<file path="config.mk">
export PLATFORM = sky130hd
export DESIGN_NAME = fwd_stall_ctrl_flat
export DESIGN_NICKNAME = d
export VERILOG_FILES = /design/src/rtl/fwd_stall_ctrl_pkg.sv /design/src/rtl/fwd_stall_ctrl_if.sv /design/src/rtl/fwd_stall_ctrl_fwd_sel.sv /design/src/rtl/fwd_stall_ctrl.sv /design/src/flat_wrapper.sv
export SDC_FILE = /design/constraint.sdc
export NUM_CORES = 1
export LEC_CHECK = 0
export ABC_AREA = 1
export BUFFER_PORTS_ARGS = -buffer_cell sky130_fd_sc_hd__buf_2
export CAP_MARGIN = 20
export CORE_ASPECT_RATIO = 1.25
export CORE_MARGIN = 2
export CORE_UTILIZATION = 46
export CTS_CLUSTER_DIAMETER = 40
export DETAILED_ROUTE_END_ITERATION = 8
export PLACE_DENSITY_LB_ADDON = 0.12
export SETUP_SLACK_MARGIN = 0.3
export SLEW_MARGIN = 20
export SYNTH_ARGS = -nofsm -noshare
export SYNTH_HDL_FRONTEND = slang
export SYNTH_SLANG_ARGS = --single-unit
</file>
<file path="constraint.sdc">
create_clock -name clk -period 1.5 [get_ports clk]
set_input_delay 0.075 -clock clk [delete_from_list [all_inputs] [get_ports clk]]
set_output_delay 0.075 -clock clk [all_outputs]
set_load 0.01 [all_outputs]
</file>
<file path="src/rtl/fwd_stall_ctrl_pkg.sv">
// Shared pipeline package: forward-select encodings and
// the multi-cycle tracker state enum.
package fwd_stall_ctrl_pkg;

  localparam logic [1:0] FWD_RF  = 2'b00;
  localparam logic [1:0] FWD_MEM = 2'b01;
  localparam logic [1:0] FWD_WB  = 2'b10;

  typedef enum logic [1:0] {
    IDLE = 2'd0,
    BUSY = 2'd1,
    DONE = 2'd2
  } mc_state_e;

endpackage

</file>
<file path="src/rtl/fwd_stall_ctrl_if.sv">
// Hazard-unit bundle: pipeline-stage register fields in,
// forward selects, stall controls and MC status out.
interface fwd_stall_ctrl_if #(
  parameter int REG_W = 5
);

  logic [REG_W-1:0] rs1_id;
  logic [REG_W-1:0] rs2_id;
  logic             use_rs1_id;
  logic             use_rs2_id;
  logic             regWrite_id;
  logic             mc_op_id;
  logic [REG_W-1:0] rd_id;

  logic [REG_W-1:0] rs1_ex;
  logic [REG_W-1:0] rs2_ex;
  logic             use_rs1_ex;
  logic             use_rs2_ex;
  logic             store_ex;
  logic [REG_W-1:0] rd_ex;
  logic             regWrite_ex;
  logic             load_ex;
  logic             mc_start_ex;

  logic [REG_W-1:0] rd_mem;
  logic             regWrite_mem;
  logic             load_mem;

  logic [REG_W-1:0] rd_wb;
  logic             regWrite_wb;

  logic [1:0]       fwdA_sel;
  logic [1:0]       fwdB_sel;
  logic [1:0]       fwdS_sel;
  logic             stall_if;
  logic             stall_id;
  logic             bubble_ex;
  logic             mc_busy;
  logic             mc_wb_valid;
  logic [REG_W-1:0] mc_rd;

  modport master (
    output rs1_id, rs2_id, use_rs1_id, use_rs2_id,
    output regWrite_id, mc_op_id, rd_id,
    output rs1_ex, rs2_ex, use_rs1_ex, use_rs2_ex,
    output store_ex, rd_ex, regWrite_ex, load_ex,
    output mc_start_ex,
    output rd_mem, regWrite_mem, load_mem,
    output rd_wb, regWrite_wb,
    input  fwdA_sel, fwdB_sel, fwdS_sel,
    input  stall_if, stall_id, bubble_ex,
    input  mc_busy, mc_wb_valid, mc_rd
  );

  modport slave (
    input  rs1_id, rs2_id, use_rs1_id, use_rs2_id,
    input  regWrite_id, mc_op_id, rd_id,
    input  rs1_ex, rs2_ex, use_rs1_ex, use_rs2_ex,
    input  store_ex, rd_ex, regWrite_ex, load_ex,
    input  mc_start_ex,
    input  rd_mem, regWrite_mem, load_mem,
    input  rd_wb, regWrite_wb,
    output fwdA_sel, fwdB_sel, fwdS_sel,
    output stall_if, stall_id, bubble_ex,
    output mc_busy, mc_wb_valid, mc_rd
  );

endinterface

</file>
<file path="src/rtl/fwd_stall_ctrl_fwd_sel.sv">
// Per-operand forward select: MEM result beats WB result,
// loads in MEM are not forwardable yet.
module fwd_sel
  import fwd_stall_ctrl_pkg::*;
#(
  parameter int REG_W  = 5,
  parameter int FWD_R0 = 0
) (
  input  logic             en_i,
  input  logic [REG_W-1:0] src_i,
  input  logic [REG_W-1:0] rd_mem_i,
  input  logic             rw_mem_i,
  input  logic             ld_mem_i,
  input  logic [REG_W-1:0] rd_wb_i,
  input  logic             rw_wb_i,
  output logic [1:0]       sel_o
);

  function automatic logic match(
    input logic [REG_W-1:0] a,
    input logic [REG_W-1:0] b
  );
    return (a == b) && ((a != '0) || (FWD_R0 != 0));
  endfunction

  logic hit_mem;
  logic hit_wb;

  assign hit_mem = rw_mem_i & ~ld_mem_i & match(rd_mem_i, src_i);
  assign hit_wb  = rw_wb_i & match(rd_wb_i, src_i);

  // Priority pick of the youngest in-flight producer.
  always_comb begin
    sel_o = FWD_RF;
    if (en_i) begin
      if (hit_mem)     sel_o = FWD_MEM;
      else if (hit_wb) sel_o = FWD_WB;
    end
  end

endmodule

</file>
<file path="src/rtl/fwd_stall_ctrl.sv">
// Forwarding/stall controller: three forward selects,
// load-use bubbles and a single outstanding MC op tracker.
module fwd_stall_ctrl
  import fwd_stall_ctrl_pkg::*;
#(
  parameter int REG_W  = 5,
  parameter int MC_LAT = 4,
  parameter int FWD_R0 = 0
) (
  input logic           clk,
  input logic           reset,
  fwd_stall_ctrl_if.slave bus
);

  localparam int CW = (MC_LAT > 2) ? $clog2(MC_LAT) : 1;
  localparam logic [CW-1:0] CNT_LOAD = CW'(MC_LAT - 1);
  localparam logic [CW-1:0] CNT_ONE  = CW'(1);

  function automatic logic match(
    input logic [REG_W-1:0] a,
    input logic [REG_W-1:0] b
  );
    return (a == b) && ((a != '0) || (FWD_R0 != 0));
  endfunction

  mc_state_e        state_q, state_d;
  logic [CW-1:0]    cnt_q, cnt_d;
  logic [REG_W-1:0] rd_q, rd_d;

  logic [1:0] a_sel, b_sel, s_sel;

  fwd_sel #(.REG_W(REG_W), .FWD_R0(FWD_R0)) u_fwd_a (
    .en_i     (bus.use_rs1_ex),
    .src_i    (bus.rs1_ex),
    .rd_mem_i (bus.rd_mem),
    .rw_mem_i (bus.regWrite_mem),
    .ld_mem_i (bus.load_mem),
    .rd_wb_i  (bus.rd_wb),
    .rw_wb_i  (bus.regWrite_wb),
    .sel_o    (a_sel)
  );

  fwd_sel #(.REG_W(REG_W), .FWD_R0(FWD_R0)) u_fwd_b (
    .en_i     (bus.use_rs2_ex & ~bus.store_ex),
    .src_i    (bus.rs2_ex),
    .rd_mem_i (bus.rd_mem),
    .rw_mem_i (bus.regWrite_mem),
    .ld_mem_i (bus.load_mem),
    .rd_wb_i  (bus.rd_wb),
    .rw_wb_i  (bus.regWrite_wb),
    .sel_o    (b_sel)
  );

  fwd_sel #(.REG_W(REG_W), .FWD_R0(FWD_R0)) u_fwd_s (
    .en_i     (bus.store_ex),
    .src_i    (bus.rs2_ex),
    .rd_mem_i (bus.rd_mem),
    .rw_mem_i (bus.regWrite_mem),
    .ld_mem_i (bus.load_mem),
    .rd_wb_i  (bus.rd_wb),
    .rw_wb_i  (bus.regWrite_wb),
    .sel_o    (s_sel)
  );

  // MC tracker state, latency counter and destination.
  always_ff @(posedge clk or posedge reset) begin
    if (reset) begin
      state_q <= IDLE;
      cnt_q   <= '0;
      rd_q    <= '0;
    end else begin
      state_q <= state_d;
      cnt_q   <= cnt_d;
      rd_q    <= rd_d;
    end
  end

  // Next state: a start in BUSY is ignored (structural stall
  // keeps it from happening); DONE can chain straight on.
  always_comb begin
    state_d = state_q;
    cnt_d   = cnt_q;
    rd_d    = rd_q;
    unique case (state_q)
      IDLE: begin
        if (bus.mc_start_ex) begin
          state_d = BUSY;
          cnt_d   = CNT_LOAD;
          rd_d    = bus.rd_ex;
        end
      end
      BUSY: begin
        if (cnt_q != '0) cnt_d = cnt_q - CNT_ONE;
        if (cnt_q <= CNT_ONE) state_d = DONE;
      end
      DONE: begin
        if (bus.mc_start_ex) begin
          state_d = BUSY;
          cnt_d   = CNT_LOAD;
          rd_d    = bus.rd_ex;
        end else begin
          state_d = IDLE;
          cnt_d   = '0;
        end
      end
      default: begin
        state_d = IDLE;
        cnt_d   = '0;
      end
    endcase
  end

  logic id_raw_mc;
  logic id_waw_mc;
  logic mc_stall;
  logic lu_stall;
  logic stall;

  // Hazard detection against the load in EX and the MC op.
  always_comb begin
    id_raw_mc = (bus.use_rs1_id & match(bus.rs1_id, rd_q))
              | (bus.use_rs2_id & match(bus.rs2_id, rd_q));
    id_waw_mc = bus.regWrite_id & match(bus.rd_id, rd_q);
    lu_stall  = bus.load_ex & bus.regWrite_ex
              & ((bus.use_rs1_id & match(bus.rs1_id, bus.rd_ex))
              |  (bus.use_rs2_id & match(bus.rs2_id, bus.rd_ex)));
    mc_stall  = 1'b0;
    if (state_q == BUSY)
      mc_stall = id_raw_mc | id_waw_mc | bus.mc_op_id;
    else if (state_q == DONE)
      mc_stall = id_waw_mc | bus.mc_op_id;
    stall = ~reset & (lu_stall | mc_stall);
  end

  assign bus.fwdA_sel    = reset ? FWD_RF : a_sel;
  assign bus.fwdB_sel    = reset ? FWD_RF : b_sel;
  assign bus.fwdS_sel    = reset ? FWD_RF : s_sel;
  assign bus.stall_if    = stall;
  assign bus.stall_id    = stall;
  assign bus.bubble_ex   = stall;
  assign bus.mc_busy     = ~reset & (state_q != IDLE);
  assign bus.mc_wb_valid = ~reset & (state_q == DONE);
  assign bus.mc_rd       = reset ? '0 : rd_q;

endmodule

</file>
<file path="src/flat_wrapper.sv">
// flat-port wrapper written by rule: the top's interface ports become plain ports
module fwd_stall_ctrl_flat import fwd_stall_ctrl_pkg::*;
#(
  parameter int REG_W  = 5,
  parameter int MC_LAT = 4,
  parameter int FWD_R0 = 0
)
  (clk, reset, bus_rs1_id, bus_rs2_id, bus_use_rs1_id, bus_use_rs2_id, bus_regWrite_id, bus_mc_op_id, bus_rd_id, bus_rs1_ex, bus_rs2_ex, bus_use_rs1_ex, bus_use_rs2_ex, bus_store_ex, bus_rd_ex, bus_regWrite_ex, bus_load_ex, bus_mc_start_ex, bus_rd_mem, bus_regWrite_mem, bus_load_mem, bus_rd_wb, bus_regWrite_wb, bus_fwdA_sel, bus_fwdB_sel, bus_fwdS_sel, bus_stall_if, bus_stall_id, bus_bubble_ex, bus_mc_busy, bus_mc_wb_valid, bus_mc_rd);
  fwd_stall_ctrl_if #(.REG_W(REG_W)) bus_i ();
  input logic clk;
  input logic reset;
  input wire logic [$bits(bus_i.rs1_id)-1:0] bus_rs1_id;
  input wire logic [$bits(bus_i.rs2_id)-1:0] bus_rs2_id;
  input wire logic [$bits(bus_i.use_rs1_id)-1:0] bus_use_rs1_id;
  input wire logic [$bits(bus_i.use_rs2_id)-1:0] bus_use_rs2_id;
  input wire logic [$bits(bus_i.regWrite_id)-1:0] bus_regWrite_id;
  input wire logic [$bits(bus_i.mc_op_id)-1:0] bus_mc_op_id;
  input wire logic [$bits(bus_i.rd_id)-1:0] bus_rd_id;
  input wire logic [$bits(bus_i.rs1_ex)-1:0] bus_rs1_ex;
  input wire logic [$bits(bus_i.rs2_ex)-1:0] bus_rs2_ex;
  input wire logic [$bits(bus_i.use_rs1_ex)-1:0] bus_use_rs1_ex;
  input wire logic [$bits(bus_i.use_rs2_ex)-1:0] bus_use_rs2_ex;
  input wire logic [$bits(bus_i.store_ex)-1:0] bus_store_ex;
  input wire logic [$bits(bus_i.rd_ex)-1:0] bus_rd_ex;
  input wire logic [$bits(bus_i.regWrite_ex)-1:0] bus_regWrite_ex;
  input wire logic [$bits(bus_i.load_ex)-1:0] bus_load_ex;
  input wire logic [$bits(bus_i.mc_start_ex)-1:0] bus_mc_start_ex;
  input wire logic [$bits(bus_i.rd_mem)-1:0] bus_rd_mem;
  input wire logic [$bits(bus_i.regWrite_mem)-1:0] bus_regWrite_mem;
  input wire logic [$bits(bus_i.load_mem)-1:0] bus_load_mem;
  input wire logic [$bits(bus_i.rd_wb)-1:0] bus_rd_wb;
  input wire logic [$bits(bus_i.regWrite_wb)-1:0] bus_regWrite_wb;
  output wire logic [$bits(bus_i.fwdA_sel)-1:0] bus_fwdA_sel;
  output wire logic [$bits(bus_i.fwdB_sel)-1:0] bus_fwdB_sel;
  output wire logic [$bits(bus_i.fwdS_sel)-1:0] bus_fwdS_sel;
  output wire logic [$bits(bus_i.stall_if)-1:0] bus_stall_if;
  output wire logic [$bits(bus_i.stall_id)-1:0] bus_stall_id;
  output wire logic [$bits(bus_i.bubble_ex)-1:0] bus_bubble_ex;
  output wire logic [$bits(bus_i.mc_busy)-1:0] bus_mc_busy;
  output wire logic [$bits(bus_i.mc_wb_valid)-1:0] bus_mc_wb_valid;
  output wire logic [$bits(bus_i.mc_rd)-1:0] bus_mc_rd;
  assign bus_i.rs1_id = bus_rs1_id;
  assign bus_i.rs2_id = bus_rs2_id;
  assign bus_i.use_rs1_id = bus_use_rs1_id;
  assign bus_i.use_rs2_id = bus_use_rs2_id;
  assign bus_i.regWrite_id = bus_regWrite_id;
  assign bus_i.mc_op_id = bus_mc_op_id;
  assign bus_i.rd_id = bus_rd_id;
  assign bus_i.rs1_ex = bus_rs1_ex;
  assign bus_i.rs2_ex = bus_rs2_ex;
  assign bus_i.use_rs1_ex = bus_use_rs1_ex;
  assign bus_i.use_rs2_ex = bus_use_rs2_ex;
  assign bus_i.store_ex = bus_store_ex;
  assign bus_i.rd_ex = bus_rd_ex;
  assign bus_i.regWrite_ex = bus_regWrite_ex;
  assign bus_i.load_ex = bus_load_ex;
  assign bus_i.mc_start_ex = bus_mc_start_ex;
  assign bus_i.rd_mem = bus_rd_mem;
  assign bus_i.regWrite_mem = bus_regWrite_mem;
  assign bus_i.load_mem = bus_load_mem;
  assign bus_i.rd_wb = bus_rd_wb;
  assign bus_i.regWrite_wb = bus_regWrite_wb;
  assign bus_fwdA_sel = bus_i.fwdA_sel;
  assign bus_fwdB_sel = bus_i.fwdB_sel;
  assign bus_fwdS_sel = bus_i.fwdS_sel;
  assign bus_stall_if = bus_i.stall_if;
  assign bus_stall_id = bus_i.stall_id;
  assign bus_bubble_ex = bus_i.bubble_ex;
  assign bus_mc_busy = bus_i.mc_busy;
  assign bus_mc_wb_valid = bus_i.mc_wb_valid;
  assign bus_mc_rd = bus_i.mc_rd;
  fwd_stall_ctrl #(.REG_W(REG_W), .MC_LAT(MC_LAT), .FWD_R0(FWD_R0)) u_core (.clk(clk), .reset(reset), .bus(bus_i));
endmodule
</file>
### Yosys cells after proc, flatten, opt, wreduce, memory -nomap -nowiden

Cells that the tools add are included.

| word-level totals | value |
|---|---|
| flip-flop bits (word level) | 9 |
| latch bits | 0 |
| bits in writable memories | 0 |
| memory bits (read-only) | 0 |
| memories kept | 0 |

| cells by class | value |
|---|---|
| add/sub/neg operators | 1 |
| multipliers | 0 |
| divide/modulo/power cells | 0 |
| magnitude comparators | 1 |
| equality and inequality tests | 14 |
| shift operators | 0 |
| muxes and demuxes | 21 |
| bitwise operators | 25 |
| reductions and logical operators | 21 |

Operators with widths:

| operator | number |
|---|---|
| 5-bit == test | 9 |
| 2-bit two-way mux | 15 |
| 5-bit nonzero test | 5 |
| 1-bit bitwise AND | 16 |
| 2-bit case mux with 3 select lines | 2 |
| 1-bit logical AND | 9 |
| 1-bit bitwise OR | 6 |
| 2-bit AND reduction | 3 |
| 5-bit two-way mux | 1 |
| 2-bit by 1-bit inequality test with 1-bit output, second input constant | 2 |
| 2-bit nonzero test | 2 |
| 1-bit two-way mux | 3 |
| 1-bit inverter | 3 |
| 2-bit by 1-bit == test with 1-bit output, second input constant | 1 |
| 2-bit == test, second input constant | 1 |
| 2-bit by 1-bit <= comparator with 1-bit output, second input constant | 1 |
| 2-bit zero test | 1 |
| 2-bit inequality test, second input constant | 1 |
| 2-bit OR reduction | 1 |
| 2-bit by 1-bit subtractor with 2-bit output, second input constant | 1 |

### Depth between registers and ports, before layout

| logic depth | value |
|---|---|
| depth after elaboration | 9 |
| gate-level depth with buffers | 13 |
| gate-level depth less buffers | 12 |

### Modules after synthesis

A second synthesis with hierarchy kept.

| second synthesis, totals | value |
|---|---|
| cells, all modules | 414 |
| area, all modules | 1,901.8 um^2 |

Modules (own cells, without submodules):

| module | times used | cells each | area each (um^2) |
|---|---|---|---|
| fwd_stall_ctrl | 1 | 192 | 1,004.7 |
| fwd_sel | 3 | 74 | 299.0 |

### Worst setup path before layout

No wires, ideal clock.

| timing | value |
|---|---|
| kind | register to output |
| start | register u_core.rd_q[0] |
| end | output port bus_stall_id |
| data arrival time | 1.216 ns |
| setup slack | 0.209 ns |
| cell stages (with the launch flop) | 13 |
| path buffers | 1 |
| path through | dfrtp_1 -> inv_1 -> nand2_1 -> nand2_1 -> nand2_1 -> nor2_2 -> nand2_1 -> nand2_1 -> nand2_1 -> nand3_1 -> nand2_1 -> inv_1 -> buf_4 |

| on the way | value |
|---|---|
| longest elaborated chain between the ends | 9 |
| elaborated cells on any way between the ends | 17 |

RTL lines:

| element | RTL line | text |
|---|---|---|
| start, declared | fwd_stall_ctrl.sv:28 | `logic [REG_W-1:0] rd_q, rd_d;` |
| start signal, assigned | fwd_stall_ctrl.sv:74 | `rd_q <= rd_d;` |
| 5-bit == test | fwd_stall_ctrl.sv:23 | `return (a == b) && ((a != '0) \|\| (FWD_R0 != 0));` |
| 1-bit logical AND | fwd_stall_ctrl.sv:23 |  |
| 1-bit bitwise AND (on tied branches) | fwd_stall_ctrl.sv:121, fwd_stall_ctrl.sv:122 |  |
| 1-bit bitwise OR | fwd_stall_ctrl.sv:122 | `\| (bus.use_rs2_id & match(bus.rs2_id, rd_q));` |
| 1-bit bitwise OR (2 in a row) | fwd_stall_ctrl.sv:129 | `mc_stall = id_raw_mc \| id_waw_mc \| bus.mc_op_id;` |
| 1-bit two-way mux (*) | fwd_stall_ctrl.sv:128 | `if (state_q == BUSY)` |
| 1-bit bitwise OR (*) | fwd_stall_ctrl.sv:132 | `stall = ~reset & (lu_stall \| mc_stall);` |
| 1-bit bitwise AND (*) | fwd_stall_ctrl.sv:132 |  |
| end, declared | flat_wrapper.sv:37 | `output wire logic [$bits(bus_i.stall_id)-1:0] bus_stall_id;` |

Mark *: on every way between the ends. The rest lies on a longest branch, timed or not.

### Final worst setup path

| timing | value |
|---|---|
| start | register u_core.rd_q[2] |
| end | output port bus_stall_id |

The elaborated chain is that of the path after synthesis.

==> impl_metrics.py <==
metrics = {
    "clock_tree": {
        "cts.sinks": 9,
        "cts_root_buffer": "clkbuf_4",
        "clock_path_buffers": 2,
        "insertion_delay_ns": 0.27,
        "cts-htree-levels": 1,
        "cts.clk_slew.worst_paths_ns": 0.07,
        "cts_tree": "yes",
        "cts_buffers": 3,
    },
    "timing": {
        "fin_crit_ns": 1.66,
        "slew_violations": 0,
        "setup_slack_ns": -0.164,
        "fin_crit_sh_pct": 111,
        "hold_viol_final": 0,
        "rsz0062_at_grt": "yes",
        "max_freq_mhz": 601,
        "setup_viol_count_final": 3,
        "skew_ns": 0.00332,
        "worst_pin_slew_ns": 0.446,
        "slew_headroom_pct": 70.2,
        "tns_ns": -0.489,
    },
    "finish": {
        "n_antenna_cell": 0,
        "drive_gt1_share_pct": 34.4,
        "fin_nets": 395,
        "multi_input_area_um2": 1000,
        "finish.instance_area_mm2": 0.00195,
        "layout.area.seq_um2": 226,
        "utilization_pct": 67.6,
        "fillers": 292,
        "area_growth_pct": 43.5,
    },
    "placement": {
        "dpl_cell_area_mm2": 0.00175,
        "gp_congestion": 0.931,
        "numPortBuffers": 70,
        "hpwl_um": 3420,
        "pre_cts_ws_ns": 0.166,
    },
    "setup_path": {
        "crit_path_start": "u_core.rd_q[2]",
        "cp_data_arrival_time_ns": 1.59,
        "worstPathRequired_ns": 1.42,
        "crit_fanout": 5,
        "worstReg2RegStart": "u_core.cnt_q[1]",
        "criticalPathCategory": "flop to output pin",
        "reg2regPathDepth": 5,
        "crit_path_end_kind": "output pin",
        "critPathLaunchType": "flop",
    },
    "synthesis": {
        "synthCells": 256,
        "ys_types": 36,
        "syn_nets": 313,
        "yosysWarnings": 0,
        "seq_area_frac_synth_pct": 16.5,
        "ys_ff_latch": 9,
        "synth_area_mm2": 0.00136,
        "syn_area_per_cell_um2": 5.32,
    },
    "hold_path": {
        "hold_depth": 3,
        "hp-class": "input pin to flop",
        "holdCritStartpoint": "bus_mc_start_ex",
    },
    "die": {
        "rows": 22,
        "die-area_mm2": 0.00341,
        "ioPinCount": 71,
        "die_width_um": 52.7,
        "die_h_um": 64.8,
        "core_area_mm2": 0.00289,
        "initial_utilization_pct": 47.1,
    },
    "global_routing": {
        "grt_pass1_vias": 1625,
        "gr-usage-met2_pct": 43.8,
        "grt_usage_pct": 24.7,
        "grt_max_degree": 13,
        "grt_overflow": 0,
        "top_usage_layer": "met2",
        "antenna_found_initial": 0,
        "use_met3_pct": 1.61,
        "met1_usage_pct": 30.4,
        "grt_pass1_wl_um": 6560,
    },
    "route": {
        "drc": 0,
        "final_antenna_net_count": 0,
        "drtIter0Drc": 83,
        "via_count": 1865,
        "first_pass_iters": 5,
        "wl_um": 4350,
        "wire_per_inst_um": 11.7,
        "routed_via_density": 5.00,
    },
    "power_and_ir_drop": {
        "peakVddDrop_mv": 0.840,
        "p_per_area_mw_per_mm2": 980,
        "power.leakage_nw": 1.14,
        "total_power_w": 0.00191,
    },
    "run": {
        "drv_cap": 0,
    },
    "outcome": {
        "outcome": "finished with violations",
        "failed_checks": "negative setup slack",
    },
}
[registers in the layout, indices dropped and copies added, names as in the netlist]
register	flops
u_core.state_q	2
u_core.rd_q	5
u_core.cnt_q	2
[cell usage in the layout, fill, tap and decap left out, drive strengths merged, types with 3 or more instances in the layout]
master and count:
clkbuf 4, nor2 44, xor2 6, dfrtp 9
nand2 85, o22ai 3, nand3 16, a211oi 3
inv 44, a21oi 4, buf 80, o21ai 15
[per-stage QoR]
step	hold WS, ns	std cells
2_1_floorplan	-0.0441	256
3_3_place_gp	0.186	361
3_5_place_dp	0.188	361
4_1_cts	0.103	367
5_1_grt	0.119	373
6_report	0.105	373
[per-layer routing]
layer / vias up / part of all wire (%)
met3: 11 / 6.0
met4: 0 / 2.2
met5: - / 0
li1: 962 / -
met1: 814 / 41
met2: 78 / 51
[area by class of cell]
cell class	count	area share [%]
inverter	46	9.35
clock buffer	4	1.35
timing repair buffer	81	24.2
sequential	9	11.6
tap	36	2.31
multi-input combinational	197	51.2
[worst paths after layout]
path,slack (ns),endpoint
worst max-delay path,-0.16,bus_stall_id
worst min-delay path,0.11,u_core.cnt_q[0]
min in group asynchronous,0.58,u_core.rd_q[4]
worst max register to register,0.33,u_core.cnt_q[1]
worst min register to register,0.55,u_core.cnt_q[1]
max in group asynchronous,0.59,u_core.rd_q[4]
[synth_stat cells, drive strengths merged]
library cell,number,area share [%]
o31ai,1,0.55
o21ai,15,5.5
buf,4,2.3
nand3,16,6.2
dfrtp,9,17
nor3b,2,1.1
o21bai,1,0.55
a31oi,2,0.92
nor3,2,1.1
a21oi,4,1.5
a211oi,3,2.0
clkinv,2,0.92
xor2,6,3.9
nor2b,1,0.46
nand4,1,0.46
xnor2,2,1.3
nor4,1,0.46
nand2,85,23
o2111ai,1,0.64
inv,44,12
nand3b,1,0.55
o211ai,1,0.55
and3,1,0.46
ha,2,1.8
or2,2,0.92
nor2,44,12
o22ai,3,1.4
[critical path: stages, from the launching register on]
cell     delay, ns
dfrtp_1       0.41
inv_2         0.08
buf_4         0.13
nand2_1       0.04
nand3_1       0.07
nor2_1        0.10
nand2_1       0.06
nand2_1       0.07
nand2_2       0.05
nand3_2       0.07
nand2_2       0.05
inv_2         0.08
buf_6         0.10
[kinds of logic after synthesis]
family / after synthesis / synth area share [%]
AO/OA/AOI/OAI: 31 / 13.6
XOR/XNOR: 8 / 5.15
adder cells (fa/ha/maj): 2 / 1.84
buffers and inverters: 50 / 15.3
flip-flops: 9 / 16.5
AND/OR/NAND/NOR: 156 / 47.5
[where the power goes]
part	leakage, nW	internal, W	total (W)	switching, W
registers	0.106	0.000356	0.000495	0.000139
clock network	0.0150	0.000103	0.000203	0.0000998
logic	1.02	0.000534	0.00122	0.000683
[timing repair]
action,in CTS,in global routing
setup endpoints to repair,5,10
pin swaps,1,13
resized for setup,1,31
hold buffers,1,0
setup buffers,1,6
endpoints found under the hold margin,9,0
No activity file was read; power rests on OpenSTA's default activity.
